`src/rtl/pipe_hazard_ctrl.sv`:
```
`timescale 1ns/1ps
// ---------------------------------------------------------------------------
// pipe_hazard_ctrl
//
// Hazard and stall controller for a five-stage in-order pipeline. It detects
// read-after-write hazards between the instruction in ID and older
// instructions, requests a flush when a branch resolves in EXE, and freezes
// the whole pipeline while the data memory is busy. A memory access that
// never completes puts the block into a sticky error state that only rst
// clears.
//
// Build option:
//   FORWARDING_EN  defined   -> the datapath forwards ALU results, so only
//                               a load in EXE (load-use) causes a bubble.
//                  undefined -> no forwarding; any pending write in EXE or
//                               MEM to a source register causes a bubble.
//
// Parameters:
//   MEM_TIMEOUT  memory wait cycles allowed before error (1..255)
//   CNT_W        width of the stall-cycle statistic counter
//
// Ports:
//   clk, rst           clock; synchronous active-high reset
//   src1, src2         source register indices of the ID instruction
//   use_src1, two_src  ID instruction actually reads src1 / src2
//   exe_wb_en, exe_mem_r_en, exe_dest   ID/EXE register outputs
//   mem_wb_en, mem_dest                 EXE/MEM register outputs
//   branch_taken       branch resolving taken in EXE
//   mem_req, mem_ready MEM-stage access request / completion
//   hazard_freeze      freeze PC and IF/ID, bubble into ID/EXE
//   flush              flush IF/ID and ID/EXE
//   mem_stall          freeze every pipeline register
//   mem_err            sticky memory timeout flag (registered)
//   stall_cnt          saturating count of stalled cycles
// ---------------------------------------------------------------------------
module pipe_hazard_ctrl #(
  parameter int MEM_TIMEOUT = 255,
  parameter int CNT_W       = 16
) (
  input  logic             clk,
  input  logic             rst,
  input  logic [3:0]       src1,
  input  logic [3:0]       src2,
  input  logic             use_src1,
  input  logic             two_src,
  input  logic             exe_wb_en,
  input  logic             exe_mem_r_en,
  input  logic [3:0]       exe_dest,
  input  logic             mem_wb_en,
  input  logic [3:0]       mem_dest,
  input  logic             branch_taken,
  input  logic             mem_req,
  input  logic             mem_ready,
  output logic             hazard_freeze,
  output logic             flush,
  output logic             mem_stall,
  output logic             mem_err,
  output logic [CNT_W-1:0] stall_cnt
);

  typedef enum logic [1:0] {
    RUN      = 2'd0,
    MEM_WAIT = 2'd1,
    ERR      = 2'd2
  } state_e;

  // Last wait_cnt value that is still tolerated; one more miss times out.
  localparam logic [7:0] WAIT_LAST = 8'(MEM_TIMEOUT - 1);

  state_e           state_q;
  logic [7:0]       wait_cnt_q;
  logic             mem_err_q;
  logic [CNT_W-1:0] stall_cnt_q;

  // -------------------------------------------------------------------------
  // Raw hazard detection. Register 0 is an ordinary register here, so no
  // zero-index exclusion is applied.
  // -------------------------------------------------------------------------
  logic hit_exe;
  logic hit_mem;
  logic raw_hazard;

  assign hit_exe = (use_src1 && (src1 == exe_dest)) ||
                   (two_src  && (src2 == exe_dest));
  assign hit_mem = (use_src1 && (src1 == mem_dest)) ||
                   (two_src  && (src2 == mem_dest));

`ifdef FORWARDING_EN
  // ALU results are forwarded; only a load still in EXE has no data yet.
  logic unused_fwd;
  assign unused_fwd = ^{hit_mem, mem_wb_en};
  assign raw_hazard = exe_wb_en && exe_mem_r_en && hit_exe;
`else
  logic unused_nofwd;
  assign unused_nofwd = exe_mem_r_en;
  assign raw_hazard = (exe_wb_en && hit_exe) || (mem_wb_en && hit_mem);
`endif

  // -------------------------------------------------------------------------
  // Zero-latency control outputs. Priority: reset, memory stall, flush,
  // hazard freeze. A stalled pipeline must not act on a branch or hazard
  // because the instructions involved are not advancing.
  // -------------------------------------------------------------------------
  logic mem_stall_c;

  // NOTE: every always_comb output gets a default first so no path leaves it
  // unassigned, which would otherwise infer a latch.
  always_comb begin
    mem_stall_c = 1'b0;
    if (!rst) begin
      case (state_q)
        RUN:      mem_stall_c = mem_req && !mem_ready;
        MEM_WAIT: mem_stall_c = !mem_ready;
        ERR:      mem_stall_c = 1'b1;
        default:  mem_stall_c = 1'b0;
      endcase
    end
  end

  assign mem_stall     = mem_stall_c;
  assign flush         = !rst && branch_taken && !mem_stall_c;
  assign hazard_freeze = !rst && raw_hazard && !flush && !mem_stall_c;

  // -------------------------------------------------------------------------
  // Memory-wait FSM and stall statistic. mem_err is updated together with
  // the state so it is high exactly while the FSM sits in ERR.
  // -------------------------------------------------------------------------
  // NOTE: sequential state uses non-blocking assignments so every register
  // samples the values from before the clock edge.
  always_ff @(posedge clk) begin
    if (rst) begin
      state_q     <= RUN;
      wait_cnt_q  <= 8'd0;
      mem_err_q   <= 1'b0;
      stall_cnt_q <= '0;
    end else begin
      case (state_q)
        RUN: begin
          if (mem_req && !mem_ready) begin
            state_q    <= MEM_WAIT;
            wait_cnt_q <= 8'd0;
          end
        end
        MEM_WAIT: begin
          if (mem_ready) begin
            state_q    <= RUN;
            wait_cnt_q <= 8'd0;
          end else begin
            wait_cnt_q <= wait_cnt_q + 8'd1;
            if (wait_cnt_q == WAIT_LAST) begin
              state_q   <= ERR;
              mem_err_q <= 1'b1;
            end
          end
        end
        ERR: begin
          // Sticky until rst.
          state_q <= ERR;
        end
        default: begin
          state_q    <= RUN;
          wait_cnt_q <= 8'd0;
        end
      endcase

      if ((hazard_freeze || mem_stall_c) && (stall_cnt_q != '1)) begin
        stall_cnt_q <= stall_cnt_q + CNT_W'(1);
      end
    end
  end

  assign mem_err   = mem_err_q;
  assign stall_cnt = stall_cnt_q;

endmodule

```
`config.mk`:
```
export PLATFORM = sky130hd
export DESIGN_NAME = pipe_hazard_ctrl
export DESIGN_NICKNAME = d
export VERILOG_FILES = /design/src/rtl/pipe_hazard_ctrl.sv
export SDC_FILE = /design/constraint.sdc
export NUM_CORES = 1
export LEC_CHECK = 0
export CORE_UTILIZATION = 43
export CTS_CLUSTER_DIAMETER = 30
export DETAILED_ROUTE_END_ITERATION = 7
export GPL_TIMING_DRIVEN = 0
export PLACE_DENSITY = 0.79
export SLEW_MARGIN = 20
export SYNTH_ARGS = -nofsm -noshare
export SYNTH_HDL_FRONTEND = slang
export SYNTH_SLANG_ARGS = --single-unit
```
`constraint.sdc`:
```
create_clock -name clk -period 4 [get_ports clk]
set_input_delay 0.8 -clock clk [delete_from_list [all_inputs] [get_ports clk]]
set_output_delay 0.8 -clock clk [all_outputs]
set_load 0.02 [all_outputs]
```
==> reports/metrics.csv <==
stage,metric,value,unit
setup_path,critPathArrivalTime,2.79,ns
worst_hold_path,hold_path_startpoint,mem_err,
clocking,cts-resized-gates,0,
finish,antenna-diode-count,0,
global_route,met3_usage,0.0538,
synthesis,synthesis.instances,187,
power,ratio_of_total_power_to_cell_area,231,nW/um2
power,power.leakage,0.678,nW
sta,count_of_final_setup_violators,0,
floorplanning,initial_utilization,0.456,
worst_hold_path,worstHoldPathCells,2,
clocking,cts_buffers,3,
synthesis,synthesis.area,1540,um2
place,gpl.final_weighted_congestion,0.837,
setup_path,worstPathMaxFanout,3,
synthesis,synth_warnings,0,
synthesis,synth.avg_cell_area,8.26,um2
clocking,clk_root_buffer_cell,sky130_fd_sc_hd__clkbuf_4,
drt,num_vias,1513,
global_route,first_pass_grt_wire_length,5.77,mm
run,maxCapViolCount,0,
floorplanning,io_pins,46,
synthesis,yosys-top-cells-area,"sky130_fd_sc_hd__dfxtp_1 35%, sky130_fd_sc_hd__xor2_1 9.6%, sky130_fd_sc_hd__a21oi_1 5.2%, sky130_fd_sc_hd__nand4_1 4.9%, sky130_fd_sc_hd__or3_1 4.5%",
synthesis,synth_top_flop_cell,sky130_fd_sc_hd__dfxtp_1,
synthesis,yosys.cell_count.top_type,sky130_fd_sc_hd__dfxtp_1,
sta,finalClockSkew,0.0117,ns
clocking,clock_insertion_delay_worst_skew,0.33,ns
place,io_buffers,44,
worst_hold_path,hold_class,flop to flop,
sta,final_max_slew_viol_count,0,
clocking,cts_tree,built,
setup_path,criticalPathCategory,input pin to output port,
finish,nFillCells,292,
clocking,cts_max_path_buffers,2,
global_route,gr-usage-all-layers,0.203,
setup_path,reg2regPathDepth,10,
clocking,clk_transition_reported_paths,0.13,ns
drt,postRouteWirelength,3.55,mm
floorplanning,placement_rows,21,
global_route,antenna_found_initial,0,
power,vdd_ir_drop_max,0.000186,V
finish,flow.area_growth_from_synthesis,34.0,%
sta,report.final.hold_viol_count,0,
synthesis,synth_largest_type_area_fraction,0.350,
global_route,number_of_global_route_vias_before_repair,1299,
drt,firstDrtPassIters,4,
synthesis,synthesis.nets,216,
sta,timing.fmax,278,MHz
synthesis,synth.cells.most_frequent,"27 x sky130_fd_sc_hd__dfxtp_1, 17 x sky130_fd_sc_hd__nor2_1, 17 x sky130_fd_sc_hd__xor2_1",
place,dpl_hpwl,2.82,mm
status,outcome,completed,
floorplanning,core_area,3390,um2
drt,detail_route.vias_per_cell,5.38,
sta,rsz0062_at_grt,no,
worst_hold_path,hold-path-endpoint,mem_err,
synthesis,synth_async_sr_flop_share,0,
finish,nNetsFinal,265,
floorplanning,die_area,3830,um2
global_route,globalRoute.totalOverflow,0,
synthesis,proportion_of_synthesized_chip_area_in_sequential_cells,0.350,
setup_path,rr_endpoint,stall_cnt[1],
floorplanning,die_w,61.9,um
setup_path,regToRegSetupSlack,1.52,ns
sta,setup_total_negative_slack,0,ns
clocking,clock_tree.htree_level_count,1,
sta,worst_slew_pin_slew,0.519,ns
drt,initialDrtViolationCount,55,
global_route,grt_use_met1,0.272,
clocking,cts_post_setup_buffers_inserted,0,
setup_path,critical_path.cell_chain,clkdlybuf4s50_1 > xor2_1 > nor3_1 > nand4_1 > nand4_1 > and3_1 > clkdlybuf4s50_1,
global_route,global_route.peak_usage_layer,met2,
setup_path,worstReg2RegStart,stall_cnt[0],
global_route,grtUsageMet2,0.318,
drt,detail_route.wl_per_cell,12.6,um
setup_path,endpoint_kind,output port,
synthesis,synth_edf_count,0,
sta,whs,0.488,ns
global_route,grt_start_max_net_pins,15,
sta,finalCriticalPeriod,3.59,ns
setup_path,timing.critical_path.slowest_cell_delay,0.60,ns
clocking,cts.sink_count,27,
finish,layout.cells.non_filler,281,
sta,period_share,0.899,
setup_path,cp_slowest_cell,sky130_fd_sc_hd__clkdlybuf4s50_1,
setup_path,worst-endpoint-required,3.20,ns
clocking,cts_hold_repair.buffers,0,
finish,final_layout_size_suffix_gt1_frac,0.0511,
synthesis,yosys.cell_types.count,34,
synthesis,synth-seq-cells,27,
place,dpl_cells,277,
synthesis,synth_top_cell_by_area,sky130_fd_sc_hd__dfxtp_1,
setup_path,start_kind,input pin,
floorplanning,die_height,61.9,um
drt,ant_nets,0,
drt,post-route-drc-count,0,
sta,worst_slew_margin_rel,0.654,
[sequential cells by signal, summed over array words and instances, names as in the netlist]
name        count
state_q         2
mem_err         1
wait_cnt_q      8
stall_cnt      16
[cell type report]
class,count,area (um2),area share
sequential,27,541,0.261
tap,46,57.6,0.0278
multi-input combinational,151,955,0.462
inverter,4,15.0,0.00726
buffer,5,33.8,0.0163
clock buffer,4,26.3,0.0127
timing repair buffer,44,440,0.213
[layout by cell type (no fill, tap or decap)]
cell type                         synthesis  final
sky130_fd_sc_hd__or4_1                    2      2
sky130_fd_sc_hd__ha_1                     3      3
sky130_fd_sc_hd__o31a_1                   3      3
sky130_fd_sc_hd__nand4_1                 12     12
sky130_fd_sc_hd__nor4_1                   1      1
sky130_fd_sc_hd__xnor2_1                  5      5
sky130_fd_sc_hd__inv_2                    1      1
sky130_fd_sc_hd__a21o_1                   1      1
sky130_fd_sc_hd__clkbuf_4                 0      3
sky130_fd_sc_hd__clkdlybuf4s50_1          0     44
sky130_fd_sc_hd__dfxtp_1                 27     27
sky130_fd_sc_hd__nor4b_1                  2      2
sky130_fd_sc_hd__a21oi_2                  2      2
sky130_fd_sc_hd__nand3_2                  1      1
sky130_fd_sc_hd__inv_1                    3      3
sky130_fd_sc_hd__o31ai_1                  2      2
sky130_fd_sc_hd__o21ba_1                  2      2
sky130_fd_sc_hd__nor3_1                   7      7
sky130_fd_sc_hd__nand2b_1                 2      2
sky130_fd_sc_hd__or3_1                   11     11
sky130_fd_sc_hd__a31oi_4                  1      1
sky130_fd_sc_hd__and3_1                   3      3
sky130_fd_sc_hd__a21oi_1                 16     16
sky130_fd_sc_hd__nand3_1                  5      5
sky130_fd_sc_hd__xor2_1                  17     17
sky130_fd_sc_hd__or2_1                    4      4
sky130_fd_sc_hd__buf_6                    2      2
sky130_fd_sc_hd__or2_4                    2      2
sky130_fd_sc_hd__nand2_1                 14     14
sky130_fd_sc_hd__a311oi_1                 1      1
sky130_fd_sc_hd__clkbuf_1                 3      4
sky130_fd_sc_hd__o21ai_0                  2      2
sky130_fd_sc_hd__nand3b_1                 2      2
sky130_fd_sc_hd__nor2_1                  17     17
sky130_fd_sc_hd__mux2i_1                  1      1
sky130_fd_sc_hd__o21ai_1                 10     10
[kinds of logic after synthesis]
group / synth area share
simple gates: 0.297
fa+ha+maj: 0.0243
compound gates: 0.166
buf+inv: 0.0316
flops: 0.350
xor+xnor: 0.125
mux: 0.00648
[through the flow]
stage	worst slack [ns]	instance area (um2)	util	total power, mW
after floorplan	1.52	1540	-	0.321
after global placement	0.417	2040	0.602	0.364
after detailed placement	0.410	2040	0.602	0.365
after CTS	0.414	2070	0.610	0.482
after global routing	0.297	2070	0.610	0.503
final	0.406	2070	0.610	0.477
[critical path: cells and delay by family]
kind / cells / cell delay [ns]
XOR/XNOR: 1 / 0.18
AND/OR/NAND/NOR: 4 / 0.76
buffers and inverters: 2 / 1.05
[per-layer routing]
| layer | share of wire | wire [um] |
|---|---|---|
| met1 | 0.48 | 1700 |
| met2 | 0.47 | 1670 |
| met3 | 0.041 | 144 |
| met4 | 0.0096 | 34 |
| met5 | 0 | 0 |
[report_power, final]
group / total, mW / internal [mW] / switching, mW
Sequential: 0.275 / 0.272 / 0.00365
Combinational: 0.0833 / 0.0436 / 0.0397
Clock: 0.118 / 0.0391 / 0.0793
Total: 0.477 / 0.355 / 0.123
[worst max-delay path by stage]
stage                startpoint       endpoint  slack, ns
finish              exe_dest[0]  hazard_freeze       0.41
global route            src2[0]  hazard_freeze       0.30
CTS                     src2[0]  hazard_freeze       0.41
detailed placement      src2[0]  hazard_freeze       0.41
global placement    exe_dest[0]  hazard_freeze       0.42
floorplan               mem_req  hazard_freeze       1.52
(Power assumes the default switching activity.)
